===== config.mk =====
export PLATFORM = sky130hd
export DESIGN_NAME = mem_access_stage
export DESIGN_NICKNAME = d
export VERILOG_FILES = /design/src/rtl/mem_access_stage.sv
export SDC_FILE = /design/constraint.sdc
export NUM_CORES = 1
export LEC_CHECK = 0
export ABC_CLOCK_PERIOD_IN_PS = 4100
export CORE_AREA = 5 5 122 124
export CTS_CLUSTER_DIAMETER = 200
export DETAILED_ROUTE_END_ITERATION = 16
export DIE_AREA = 0 0 127 129
export DONT_BUFFER_PORTS = 1
export GPL_TIMING_DRIVEN = 0
export SYNTH_ARGS = -nofsm -noshare
export SYNTH_HDL_FRONTEND = slang
export SYNTH_SLANG_ARGS = --single-unit

===== constraint.sdc =====
create_clock -name CLK -period 4.1 [get_ports CLK]
set_input_delay 0.615 -clock CLK [delete_from_list [all_inputs] [get_ports CLK]]
set_output_delay 0.615 -clock CLK [all_outputs]
set_load 0.01 [all_outputs]

===== src/rtl/mem_access_stage.sv =====
// mem_access_stage
//   Memory stage of the pipeline. It takes the M-stage signals from the EX/MEM
//   register, performs a single-outstanding data-memory access, formats load
//   data and registers the results into the MEM/WB register.
//
// Ports
//   CLK, RST                  clock (rising edge), async active-low reset
//   ALURESULTM .. Funct3M     M-stage inputs (address/ALU result, result
//                             select, store/regwrite controls, store data,
//                             Rd, PC+4, access size/sign)
//   DMemReq/We/Addr/WData/BE  request to data memory (held while pending)
//   DMemReady, DMemRData      completion strobe and raw read word
//   StallM                    access pending, freeze upstream stages
//   *W, MisalignW             MEM/WB register outputs
module mem_access_stage #(
   parameter int WIDTH = 32
) (
   input  logic             CLK,
   input  logic             RST,
   input  logic [WIDTH-1:0] ALURESULTM,
   input  logic [1:0]       ResultSrcM,
   input  logic             MemWriteM,
   input  logic             RegWriteM,
   input  logic [WIDTH-1:0] WriteDataM,
   input  logic [4:0]       RdM,
   input  logic [WIDTH-1:0] PCPlus4M,
   input  logic [2:0]       Funct3M,
   output logic             DMemReq,
   output logic             DMemWe,
   output logic [WIDTH-1:0] DMemAddr,
   output logic [WIDTH-1:0] DMemWData,
   output logic [3:0]       DMemBE,
   input  logic             DMemReady,
   input  logic [WIDTH-1:0] DMemRData,
   output logic             StallM,
   output logic [WIDTH-1:0] ALURESULTW,
   output logic [WIDTH-1:0] ReadDataW,
   output logic [1:0]       ResultSrcW,
   output logic             RegWriteW,
   output logic [4:0]       RdW,
   output logic [WIDTH-1:0] PCPlus4W,
   output logic             MisalignW
);

   typedef enum logic {IDLE, WAIT} state_t;

   state_t           state_q, state_d;
   logic [WIDTH-1:0] alu_q, alu_d;
   logic [WIDTH-1:0] rdata_q, rdata_d;
   logic [1:0]       rsrc_q, rsrc_d;
   logic             rw_q, rw_d;
   logic [4:0]       rd_q, rd_d;
   logic [WIDTH-1:0] pc_q, pc_d;
   logic             mis_q, mis_d;

   logic             is_load, mem_op, sz_byte, sz_half, sz_word;
   logic             misalign, access, req, stall;
   logic             sext;
   logic [1:0]       off;
   logic [WIDTH-1:0] shifted, ld_fmt;

   assign off     = ALURESULTM[1:0];
   assign is_load = (ResultSrcM == 2'b01);
   assign mem_op  = MemWriteM | is_load;

   // Unsigned variants only exist for loads; any other funct3 falls back to word.
   assign sz_byte = (Funct3M == 3'b000) | (is_load & (Funct3M == 3'b100));
   assign sz_half = (Funct3M == 3'b001) | (is_load & (Funct3M == 3'b101));
   assign sz_word = ~sz_byte & ~sz_half;

   assign misalign = mem_op & ((sz_half & off[0]) | (sz_word & (off != 2'b00)));
   assign access   = mem_op & ~misalign;

   // Gated by RST so an abandoned access drops the request while reset is low.
   assign req     = RST & ((state_q == WAIT) | access);
   assign stall   = req & ~DMemReady;

   assign DMemReq  = req;
   assign StallM   = stall;
   assign DMemWe   = req & MemWriteM;
   assign DMemAddr = {ALURESULTM[WIDTH-1:2], 2'b00};

   always_comb begin
      DMemBE    = 4'b0000;
      DMemWData = WriteDataM;
      if (req) begin
         if (!MemWriteM)   DMemBE = 4'b1111;
         else if (sz_byte) DMemBE = 4'b0001 << off;
         else if (sz_half) DMemBE = 4'b0011 << off;
         else              DMemBE = 4'b1111;
      end
      if (sz_byte)      DMemWData = {4{WriteDataM[7:0]}};
      else if (sz_half) DMemWData = {2{WriteDataM[15:0]}};
   end

   // Bring the addressed lane down to bit 0, then extend.
   assign sext    = ~Funct3M[2];
   assign shifted = DMemRData >> {off, 3'b000};

   always_comb begin
      if (sz_byte)      ld_fmt = {{(WIDTH-8){sext & shifted[7]}}, shifted[7:0]};
      else if (sz_half) ld_fmt = {{(WIDTH-16){sext & shifted[15]}}, shifted[15:0]};
      else              ld_fmt = DMemRData;
   end

   always_comb begin
      state_d = state_q;
      case (state_q)
         IDLE:    if (access && !DMemReady) state_d = WAIT;
         WAIT:    if (DMemReady)            state_d = IDLE;
         default: state_d = IDLE;
      endcase

      alu_d   = '0;
      rdata_d = '0;
      rsrc_d  = 2'b00;
      rw_d    = 1'b0;
      rd_d    = '0;
      pc_d    = '0;
      mis_d   = 1'b0;
      if (!stall) begin
         alu_d   = ALURESULTM;
         rsrc_d  = ResultSrcM;
         rw_d    = RegWriteM & ~misalign;
         rd_d    = RdM;
         pc_d    = PCPlus4M;
         mis_d   = misalign;
         rdata_d = (is_load && !misalign) ? ld_fmt : '0;
      end
   end

   always_ff @(posedge CLK or negedge RST) begin
      if (!RST) begin
         state_q <= IDLE;
         alu_q   <= '0;
         rdata_q <= '0;
         rsrc_q  <= 2'b00;
         rw_q    <= 1'b0;
         rd_q    <= '0;
         pc_q    <= '0;
         mis_q   <= 1'b0;
      end else begin
         state_q <= state_d;
         alu_q   <= alu_d;
         rdata_q <= rdata_d;
         rsrc_q  <= rsrc_d;
         rw_q    <= rw_d;
         rd_q    <= rd_d;
         pc_q    <= pc_d;
         mis_q   <= mis_d;
      end
   end

   assign ALURESULTW = alu_q;
   assign ReadDataW  = rdata_q;
   assign ResultSrcW = rsrc_q;
   assign RegWriteW  = rw_q;
   assign RdW        = rd_q;
   assign PCPlus4W   = pc_q;
   assign MisalignW  = mis_q;

endmodule


==> flow_metrics.py, run 1 <==
metrics = {
    "sta": {
        "timing.max_slew.rel_slack": 0.3079,
        "slew_viol_final": 0,
        "finalSetupTns_ns": 0,
        "layout_setup_ws_ns": 0.6218,
        "grt_setup_unrepaired": "false",
        "fmax_mhz": 287.5,
        "final_hold_viol_count": 0,
        "timing.final.crit_period_ns": 3.478,
        "tightestPinTransition_ns": 1.038,
        "holdWs_ns": 0.2203,
        "finalSetupViolCount": 0,
        "period_share": 0.8484,
        "fin_skew_ns": 0.006665,
    },
    "placed_design": {
        "place_worst_setup_slack_ns": 0.6168,
        "gpl.final_weighted_congestion": 0.8571,
        "detailedPlacementHpwl_um": 12860,
        "place.port_buffers": 0,
    },
    "status": {
        "status": "complete, no violations",
    },
    "floorplan": {
        "design.die.area_um2": 16380,
        "initial_standard_cell_utilization_of_the_core": 0.3556,
        "fp.dieW_um": 127,
        "io-pin-count": 319,
        "chipHeight_um": 129,
        "placement_rows": 43,
        "std_cell_core_area_um2": 13670,
    },
    "critical_path": {
        "worstPathArrival_ns": 2.86,
        "endpoint_kind": "output port",
        "crit_type": "input pin to output port",
        "critPathRequiredTime_ns": 3.48,
        "critPathSlowestCell": "sky130_fd_sc_hd__a41oi_1",
        "worst_path_largest_cell_delay_ns": 0.58,
        "cp_cell_sequence": "buf_2, inv_1, ha_1, buf_4, inv_1, a222oi_1, a41oi_1, a41oi_1",
        "regToRegStartpoint": "state_q",
        "crit-reg2reg-capture": "MisalignW",
        "ff2ff_setup_slack_ns": 2.68,
        "critical_path.max_fanout": 10,
        "startpoint_type": "input pin",
        "worst_r2r_path_depth": 3,
    },
    "clock_network": {
        "cts_buffers": 9,
        "cts_buffer_depth": 2,
        "tritoncts": "built",
        "post_cts_resize_count": 0,
        "clk_transition_reported_paths_ns": 0.07,
        "htree_levels": 3,
        "worst_skew_pair.late_latency_ns": 0.34,
        "cts-root-buf": "sky130_fd_sc_hd__clkbuf_16",
        "clock-sinks": 106,
        "cts_hold_buffers": 1,
        "cts_post_setup_buffers_inserted": 0,
    },
    "job": {
        "maxCapViolations": 0,
    },
    "synthesis": {
        "synth.lib_cells_used.distinct": 45,
        "synth_edf_count": 0,
        "synth_sequential_area_ratio": 0.5458,
        "yosys_warnings": 0,
        "dominantRegCellSynth": "sky130_fd_sc_hd__dfrtp_1",
        "async_reset_ff_frac": 1.000,
        "yosysMostFrequentCell": "sky130_fd_sc_hd__dfrtp_1",
        "synth_top_area_frac": 0.5458,
        "synthDominantAreaCellType": "sky130_fd_sc_hd__dfrtp_1",
        "syn-mean-instance-area_um2": 10.87,
        "post_synthesis_register_bit_count": 106,
        "yosys-top-cells-area": "sky130_fd_sc_hd__dfrtp_1, sky130_fd_sc_hd__and3_1, sky130_fd_sc_hd__buf_4",
        "synth_area_um2": 4860,
        "syn_inst": 447,
        "synth.top_cells.by_count": "sky130_fd_sc_hd__dfrtp_1, sky130_fd_sc_hd__and3_1, sky130_fd_sc_hd__buf_4, sky130_fd_sc_hd__nand2_1, sky130_fd_sc_hd__a21oi_1",
    },
    "global_routing": {
        "grt_max_degree": 107,
        "grt.overflow.total": 0,
        "grt_use_total": 0.1862,
        "antenna_found_initial": 1,
        "global_route_wire_length_before_repair_um": 23190,
        "number_of_global_route_vias_before_repair": 3745,
    },
    "route": {
        "dr_total_vias": 3519,
        "detail-route-antenna-nets": 0,
        "drtPass1Iterations": 6,
        "post_drt_via_cell_ratio": 5.447,
        "drt-total-wl_um": 16030,
        "detail_route.wl_per_cell_um": 24.82,
        "iteration_0_drc_count_of_the_detailed_router": 254,
        "drc_errors": 0,
    },
    "final_layout": {
        "num-nets-final": 607,
        "layout-drive-gt1-share": 0.1914,
        "fill_cells": 1354,
        "area_delta_synth_final_pct": 11.28,
        "finish.utilization": 0.3957,
    },
    "power_and_ir_drop": {
        "internal-power_mw": 1.654,
        "vdd.ir_drop.worst_uv": 190.9,
        "power.sequential.fraction": 0.512,
        "total_leakage_power_nw": 2.565,
        "power.net_switching_mw": 0.6431,
        "sw_frac_of_total": 0.2800,
        "report.power.total_mw": 2.297,
        "combinationalPowerShare": 0.126,
        "clock_power_share": 0.362,
        "p_per_area_nw_per_um2": 424.8,
    },
    "min_path": {
        "worst_hold_path_type": "input pin to async pin",
    },
}
[layout make-up]
class | instances | area, um^2 | share of cell area
inverter | 7 | 26.28 | 0.004859
multi-input combinational | 261 | 1730 | 0.3200
tap | 180 | 225.2 | 0.04165
clock buffer | 10 | 229.0 | 0.04234
buffer | 74 | 454.2 | 0.08399
antenna | 1 | 2.502 | 0.0004627
timing repair buffer | 1 | 27.53 | 0.005090
clock inverter | 6 | 60.06 | 0.01111
sequential | 106 | 2653 | 0.4905
[through the flow]
stage / cells / instance area [um^2]
final: 646 / 5408
after floorplan: 448 / 4863
after global placement: 628 / 5089
after global routing: 646 / 5408
after detailed placement: 628 / 5089
after CTS: 645 / 5405
[metal layers]
layer  global-route usage  routed length (um)  up-vias
met3              0.07181                1786       24
met4              0.06309                 373        0
met2               0.3344                8467      248
met1               0.2015                5405     1687
li1                     -                   -     1560
met5                    0                   0        -
[worst max path at each step]
stage	slack (ns)	cells past startpoint	startpoint	endpoint
finish	0.62	8	ALURESULTM[0]	DMemBE[3]
global placement	0.72	8	ALURESULTM[0]	DMemBE[3]
global route	0.43	8	ALURESULTM[0]	DMemBE[3]
CTS	0.61	8	ALURESULTM[0]	DMemBE[3]
detailed placement	0.62	8	ALURESULTM[0]	DMemBE[3]
floorplan	1.16	8	ALURESULTM[0]	DMemBE[3]
[power by group through the flow]
stage | logic [mW] | registers, mW | clock network [mW]
after floorplan | 0.217 | 1.18 | 0
after global placement | 0.263 | 1.20 | 0
after CTS | 0.292 | 1.18 | 0.858
after global routing | 0.320 | 1.18 | 0.907
final | 0.289 | 1.18 | 0.832
after detailed placement | 0.268 | 1.20 | 0
[layout by cell type, fill, tap and decap left out, types with 2 or more instances in the layout]
cell type	n
sky130_fd_sc_hd__buf_6	2
sky130_fd_sc_hd__o211ai_1	6
sky130_fd_sc_hd__and3_1	72
sky130_fd_sc_hd__dfrtp_1	106
sky130_fd_sc_hd__a31oi_1	12
sky130_fd_sc_hd__buf_1	2
sky130_fd_sc_hd__buf_4	41
sky130_fd_sc_hd__buf_2	6
sky130_fd_sc_hd__mux2_2	16
sky130_fd_sc_hd__a21oi_1	25
sky130_fd_sc_hd__inv_6	2
sky130_fd_sc_hd__mux2i_1	19
sky130_fd_sc_hd__nor2b_1	2
sky130_fd_sc_hd__nor2_1	8
sky130_fd_sc_hd__a41oi_1	2
sky130_fd_sc_hd__inv_1	7
sky130_fd_sc_hd__o21ai_0	9
sky130_fd_sc_hd__clkbuf_1	24
sky130_fd_sc_hd__a22oi_1	7
sky130_fd_sc_hd__nor3_1	16
sky130_fd_sc_hd__nand2_1	34
sky130_fd_sc_hd__nand2b_1	3
sky130_fd_sc_hd__conb_1	2
sky130_fd_sc_hd__clkbuf_16	9
sky130_fd_sc_hd__a2111oi_2	2
sky130_fd_sc_hd__ha_1	4
sky130_fd_sc_hd__o22ai_1	2
sky130_fd_sc_hd__clkinvlp_4	2
[critical path: cells and delay by family]
family | cells | cell delay (ns)
compound gates | 3 | 1.46
buf+inv | 4 | 0.60
fa+ha+maj | 1 | 0.18
[flip-flops by register name, indices dropped and copies added (netlist names)]
signal	flops
PCPlus4W	32
RegWriteW	1
RdW	5
MisalignW	1
ReadDataW	32
ALURESULTW	32
state_q	1
ResultSrcW	2
[cells by family after synthesis]
logic type | count (synthesis) | synth area share
AOI/OAI and AO/OA | 75 | 0.1012
muxes | 36 | 0.08084
xor gates and xnor gates | 1 | 0.001803
other | 1 | 0.0007717
buffers and inverters | 81 | 0.09887
DFF | 106 | 0.5458
adders and majority gates | 4 | 0.01030
and+or+nand+nor | 143 | 0.1604
No activity file was read; power rests on OpenSTA's default activity.
==> inputs of run 2 (changes only) <==
--- a/config.mk
+++ b/config.mk
@@ -5,7 +5,7 @@
 export SDC_FILE = /design/constraint.sdc
 export NUM_CORES = 1
 export LEC_CHECK = 0
-export ABC_CLOCK_PERIOD_IN_PS = 4100
+export ABC_CLOCK_PERIOD_IN_PS = 3100
 export CORE_AREA = 5 5 122 124
 export CTS_CLUSTER_DIAMETER = 200
 export DETAILED_ROUTE_END_ITERATION = 16
==> constraint.sdc (replaced) <==
create_clock -name CLK -period 3.1 [get_ports CLK]
set_input_delay 0.465 -clock CLK [delete_from_list [all_inputs] [get_ports CLK]]
set_output_delay 0.465 -clock CLK [all_outputs]
set_load 0.01 [all_outputs]
==> run 2 against run 1 <==
  * Routed wire length grew 0.35%
  * Critical path type unchanged
  * First-iteration DRC count shrank 6.3%
  * Critical endpoint is now DMemBE[2]
  * Count of clock-buffer cells in the layout unchanged
  * Global-route usage did not move
  * Utilization increased by 0.30 points
  * Critical path depth stayed put
  * Non-clock buffer count increased by 1
  * Total power up 33%
==> flow_metrics.py, run 2 (synthesized netlist as in run 1, its figures left out) <==
metrics = {
    "job": {
        "maxCapViolations": 0,
    },
    "placed_design": {
        "place.port_buffers": 0,
        "detailedPlacementHpwl_um": 12860,
        "gpl.final_weighted_congestion": 0.8571,
        "place_worst_setup_slack_ns": -0.08319,
        "placedInstanceArea_um2": 5089,
    },
    "final_layout": {
        "layout.cells.most_common": "sky130_fd_sc_hd__dfrtp_1",
        "fill_cells": 1348,
        "area_delta_synth_final_pct": 12.13,
        "num-nets-final": 608,
        "mostFrequentLayoutCells": "sky130_fd_sc_hd__dfrtp_1, sky130_fd_sc_hd__and3_1, sky130_fd_sc_hd__buf_4",
        "final_area_um2": 5449,
        "layout-drive-gt1-share": 0.2039,
    },
    "min_path": {
        "worst_hold_path_type": "input pin to async pin",
    },
    "route": {
        "post_drt_via_cell_ratio": 5.509,
        "drc_errors": 0,
        "detail_route.wl_per_cell_um": 24.87,
        "detail-route-antenna-nets": 0,
        "drtPass1Iterations": 4,
        "dr_total_vias": 3564,
        "drt-total-wl_um": 16090,
        "iteration_0_drc_count_of_the_detailed_router": 238,
    },
    "floorplan": {
        "std_cell_core_area_um2": 13670,
        "chipHeight_um": 129,
        "fp.dieW_um": 127,
        "placement_rows": 43,
        "initial_standard_cell_utilization_of_the_core": 0.3556,
        "design.die.area_um2": 16380,
        "io-pin-count": 319,
    },
    "critical_path": {
        "worst_path_largest_cell_delay_ns": 0.46,
        "critPathSlowestCell": "sky130_fd_sc_hd__a222oi_1",
        "critPathRequiredTime_ns": 2.63,
        "critical_path.max_fanout": 10,
        "startpoint_type": "input pin",
        "worstPathArrival_ns": 2.45,
        "endpoint_kind": "output port",
        "cpLargestDelayFamily": "compound AO/OA/AOI/OAI gates",
        "critPathBufInv": 4,
        "crit_type": "input pin to output port",
        "cp_cell_sequence": "buf_2, inv_1, ha_1, buf_4, inv_1, a222oi_1, a41oi_2, a31oi_2",
        "crit_top_cell": "sky130_fd_sc_hd__inv_1",
    },
    "status": {
        "status": "complete, no violations",
    },
    "sta": {
        "fin_skew_ns": 0.006976,
        "grt_setup_unrepaired": "false",
        "tightestPinTransition_ns": 1.022,
        "period_share": 0.9415,
        "slew_viol_final": 0,
        "finalSetupViolCount": 0,
        "finalSetupTns_ns": 0,
        "timing.final.crit_period_ns": 2.919,
        "fmax_mhz": 342.6,
        "final_hold_viol_count": 0,
        "timing.max_slew.rel_slack": 0.3189,
        "layout_setup_ws_ns": 0.1815,
    },
    "clock_network": {
        "cts-root-buf": "sky130_fd_sc_hd__clkbuf_16",
        "tritoncts": "built",
        "clk_transition_reported_paths_ns": 0.07,
        "cts_buffer_depth": 2,
        "worst_skew_pair.late_latency_ns": 0.34,
        "cts_buffers": 9,
        "clock-sinks": 106,
        "htree_levels": 3,
    },
    "global_routing": {
        "number_of_global_route_vias_before_repair": 3745,
        "grt_use_total": 0.1862,
        "global_route_wire_length_before_repair_um": 23190,
        "grt.overflow.total": 0,
        "grt_max_degree": 107,
        "antenna_found_initial": 1,
    },
    "power_and_ir_drop": {
        "vdd.ir_drop.worst_uv": 252.7,
        "p_per_area_nw_per_um2": 559.6,
        "total_leakage_power_nw": 2.572,
    },
}
==> run 2: changes by cell type in the layout (fill, tap and decap cells not counted) <==
cell	delta
sky130_fd_sc_hd__a31oi_1	-3
sky130_fd_sc_hd__a41oi_1	-2
sky130_fd_sc_hd__buf_4	+1
sky130_fd_sc_hd__a31oi_2	+3
sky130_fd_sc_hd__a41oi_2	+2
==> run 2: per-layer routing <==
metal,global-route usage,part of all wire
met5,0,0
met4,0.06309,0.021
met3,0.07181,0.11
met2,0.3344,0.53
met1,0.2015,0.35
==> run 2: area by class of cell <==
class / instances / area, um^2 / area share
Clock buffer: 10 / 229.0 / 0.04202
Clock inverter: 6 / 60.06 / 0.01102
Inverter: 7 / 26.28 / 0.004822
Buffer: 74 / 454.2 / 0.08335
Multi-Input combinational cell: 261 / 1764 / 0.3238
Sequential cell: 106 / 2653 / 0.4868
Antenna cell: 1 / 2.502 / 0.0004592
Tap cell: 180 / 225.2 / 0.04133
Timing Repair Buffer: 2 / 35.03 / 0.006429
==> run 2: per-stage QoR <==
| step | std cells | power, mW | util | hold WS (ns) |
|---|---|---|---|---|
| detailed placement | 628 | 1.941 | 0.3724 | 0.1722 |
| global route | 647 | 3.192 | 0.3987 | 0.1075 |
| floorplan | 448 | 1.851 | - | 0.1694 |
| global placement | 628 | 1.934 | 0.3724 | 0.1719 |
| finish | 647 | 3.049 | 0.3987 | 0.06702 |
| CTS | 645 | 3.082 | 0.3961 | 0.08498 |
==> run 2: power breakdown <==
group	switching [mW]	internal [mW]
clock network	0.541	0.564
logic	0.231	0.158
registers	0.0868	1.47
==> run 2: path summary, 6_finish.rpt <==
path	start	end	slack (ns)	depth (start not counted)
hold / removal	RST	ALURESULTW[1]	0.07	1
min in group CLK	DMemReady	state_q	0.18	1
hold reg to reg	state_q	state_q	0.57	2
setup / recovery	ALURESULTM[0]	DMemBE[2]	0.18	8
max in group asynchronous	RST	ALURESULTW[24]	2.65	1
setup reg to reg	state_q	MisalignW	1.66	3
==> run 2: worst reg2reg max path: cells and delay by family, from the launching register on <==
family,cells,cell delay [ns]
buf+inv,1,0.40
simple gates,1,0.30
flops,1,0.40
compound gates,1,0.28
==> run 2: repair_timing <==
item / CTS / global route
pin swaps: 0 / 1
hold buffers: 1 / 0
hold endpoints to repair: 106 / 0
resized for setup: 1 / 4
buffers inserted: 0 / 1
setup endpoints to repair: 3 / 5
==> inputs of run 3 (changes only) <==
--- a/config.mk
+++ b/config.mk
@@ -5,7 +5,7 @@
 export SDC_FILE = /design/constraint.sdc
 export NUM_CORES = 1
 export LEC_CHECK = 0
-export ABC_CLOCK_PERIOD_IN_PS = 3100
+export ABC_CLOCK_PERIOD_IN_PS = 3000
 export CORE_AREA = 5 5 122 124
 export CTS_CLUSTER_DIAMETER = 200
 export DETAILED_ROUTE_END_ITERATION = 16
==> constraint.sdc (replaced) <==
create_clock -name CLK -period 3 [get_ports CLK]
set_input_delay 0.45 -clock CLK [delete_from_list [all_inputs] [get_ports CLK]]
set_output_delay 0.45 -clock CLK [all_outputs]
set_load 0.01 [all_outputs]
==> run 3 against run 2 <==
  * Die area unchanged
  * Register-to-register slack got worse by 0.09 ns
  * Cell area increased by 0.14%
  * First-iteration DRC count increased by 11%
  * Via count decreased by 0.70%
  * Sequential share of layout area decreased by 0.067 points
  * Sequential power increased by 3%
  * Final cell count increased by 0.15%
==> flow_metrics.py, run 3 (synthesized netlist as in run 1, its figures left out) <==
metrics = {
    "status": {
        "status": "complete, no violations",
    },
    "sta": {
        "layout_setup_ws_ns": 0.1487,
        "fin_skew_ns": 0.006703,
        "slew_viol_final": 0,
        "finalSetupViolCount": 0,
        "timing.final.crit_period_ns": 2.851,
        "period_share": 0.9504,
        "grt_setup_unrepaired": "false",
        "timing.max_slew.rel_slack": 0.3157,
        "final_hold_viol_count": 0,
        "holdWs_ns": 0.05643,
        "tightestPinTransition_ns": 1.027,
        "fmax_mhz": 350.7,
    },
    "final_layout": {
        "mostFrequentLayoutCells": "sky130_fd_sc_hd__dfrtp_1, sky130_fd_sc_hd__and3_1, sky130_fd_sc_hd__buf_4",
        "area_delta_synth_final_pct": 12.28,
        "num-nets-final": 609,
        "layout.cells.most_common": "sky130_fd_sc_hd__dfrtp_1",
        "fill_cells": 1349,
        "finish.utilization": 0.3993,
        "multi_input_gate_area_in_the_final_layout_um2": 1764,
        "seq_area_um2": 2653,
        "layout-drive-gt1-share": 0.2056,
    },
    "floorplan": {
        "fp.dieW_um": 127,
        "placement_rows": 43,
        "std_cell_core_area_um2": 13670,
        "initial_standard_cell_utilization_of_the_core": 0.3556,
        "chipHeight_um": 129,
        "design.die.area_um2": 16380,
        "io-pin-count": 319,
    },
    "critical_path": {
        "worstPathArrival_ns": 2.40,
        "startpoint_type": "input pin",
        "ff2ff_setup_slack_ns": 1.57,
        "endpoint_kind": "output port",
        "critPathRequiredTime_ns": 2.55,
        "crit_type": "input pin to output port",
        "critical_path.max_fanout": 10,
    },
    "min_path": {
        "worst_hold_path_type": "input pin to async pin",
    },
    "clock_network": {
        "clock-sinks": 106,
        "clk_transition_reported_paths_ns": 0.07,
        "cts_buffer_depth": 2,
        "worst_skew_pair.late_latency_ns": 0.34,
        "tritoncts": "built",
        "htree_levels": 3,
        "cts-root-buf": "sky130_fd_sc_hd__clkbuf_16",
        "cts_buffers": 9,
    },
    "route": {
        "detail-route-antenna-nets": 0,
        "dr_total_vias": 3539,
        "drc_errors": 0,
        "iteration_0_drc_count_of_the_detailed_router": 265,
        "drt-total-wl_um": 16060,
        "detail_route.wl_per_cell_um": 24.79,
        "post_drt_via_cell_ratio": 5.461,
        "drtPass1Iterations": 6,
    },
    "placed_design": {
        "gpl.final_weighted_congestion": 0.8571,
        "place.port_buffers": 0,
        "detailedPlacementHpwl_um": 12860,
        "place_worst_setup_slack_ns": -0.1532,
    },
    "power_and_ir_drop": {
        "sw_frac_of_total": 0.2807,
        "vdd.ir_drop.worst_uv": 261.3,
        "report.power.total_mw": 3.149,
        "total_leakage_power_nw": 2.577,
        "p_per_area_nw_per_um2": 577.2,
        "clock_power_share": 0.362,
        "power.net_switching_mw": 0.8838,
        "combinationalPowerShare": 0.128,
        "power.sequential.fraction": 0.510,
        "internal-power_mw": 2.265,
    },
    "job": {
        "maxCapViolations": 0,
    },
    "global_routing": {
        "global_route_wire_length_before_repair_um": 23180,
        "grt_use_total": 0.1863,
        "grt.overflow.total": 0,
        "antenna_found_initial": 1,
        "number_of_global_route_vias_before_repair": 3750,
        "grt_max_degree": 107,
    },
}
==> run 3: area by class of cell <==
type / instances / area share
timing repair buffer: 3 / 0.007796
antenna: 1 / 0.0004586
buffer: 74 / 0.08324
tap: 180 / 0.04127
multi-input combinational: 261 / 0.3233
inverter: 7 / 0.004815
clock inverter: 6 / 0.01101
sequential: 106 / 0.4861
clock buffer: 10 / 0.04196
==> run 3: worst paths after layout <==
check | end | cells after the start | start
setup / recovery | DMemBE[2] | 9 | ALURESULTM[0]
hold / removal | ALURESULTW[1] | 1 | RST
setup reg to reg | MisalignW | 3 | state_q
hold reg to reg | state_q | 2 | state_q
max in group asynchronous | ALURESULTW[24] | 1 | RST
min in group CLK | state_q | 1 | DMemReady
==> run 3: power by group through the flow <==
stage / Clock, mW / Combinational (mW) / Sequential, mW
finish: 1.14 / 0.404 / 1.61
CTS: 1.17 / 0.408 / 1.61
global placement: 0 / 0.360 / 1.64
floorplan: 0 / 0.296 / 1.62
global route: 1.24 / 0.446 / 1.62
detailed placement: 0 / 0.366 / 1.64
==> run 3: repair_timing <==
| action | 4_1_cts | 5_1_grt |
|---|---|---|
| hold endpoints to repair | 106 | 0 |
| hold buffers | 1 | 0 |
| setup endpoints to repair | 4 | 0 |
| buffers inserted | 2 | 0 |
| gates resized for setup | 5 | 0 |
==> run 3: worst max-delay path: stages <==
cell and delay [ns]:
sky130_fd_sc_hd__buf_2 0.17, sky130_fd_sc_hd__inv_1 0.18, sky130_fd_sc_hd__ha_1 0.17, sky130_fd_sc_hd__buf_4 0.16
sky130_fd_sc_hd__inv_1 0.10, sky130_fd_sc_hd__a222oi_1 0.33, sky130_fd_sc_hd__buf_4 0.18, sky130_fd_sc_hd__a41oi_2 0.24
sky130_fd_sc_hd__a31oi_2 0.41
==> run 3: stage by stage <==
stage / instance area [um^2] / std cells / setup TNS, ns
after floorplan: 4863 / 448 / 0
after global placement: 5089 / 628 / -0.08173
after detailed placement: 5089 / 628 / -0.3775
after CTS: 5454 / 647 / 0
after global routing: 5456 / 648 / 0
final: 5456 / 648 / 0
==> run 3: per-layer routing <==
metal / vias to the layer above / GRT usage / share of wire / wire length (um)
li1: 1563 / - / - / -
met1: 1709 / 0.2018 / 0.34 / 5512
met2: 245 / 0.3344 / 0.53 / 8482
met3: 22 / 0.07181 / 0.11 / 1696
met4: 0 / 0.06309 / 0.023 / 371
met5: - / 0 / 0 / 0
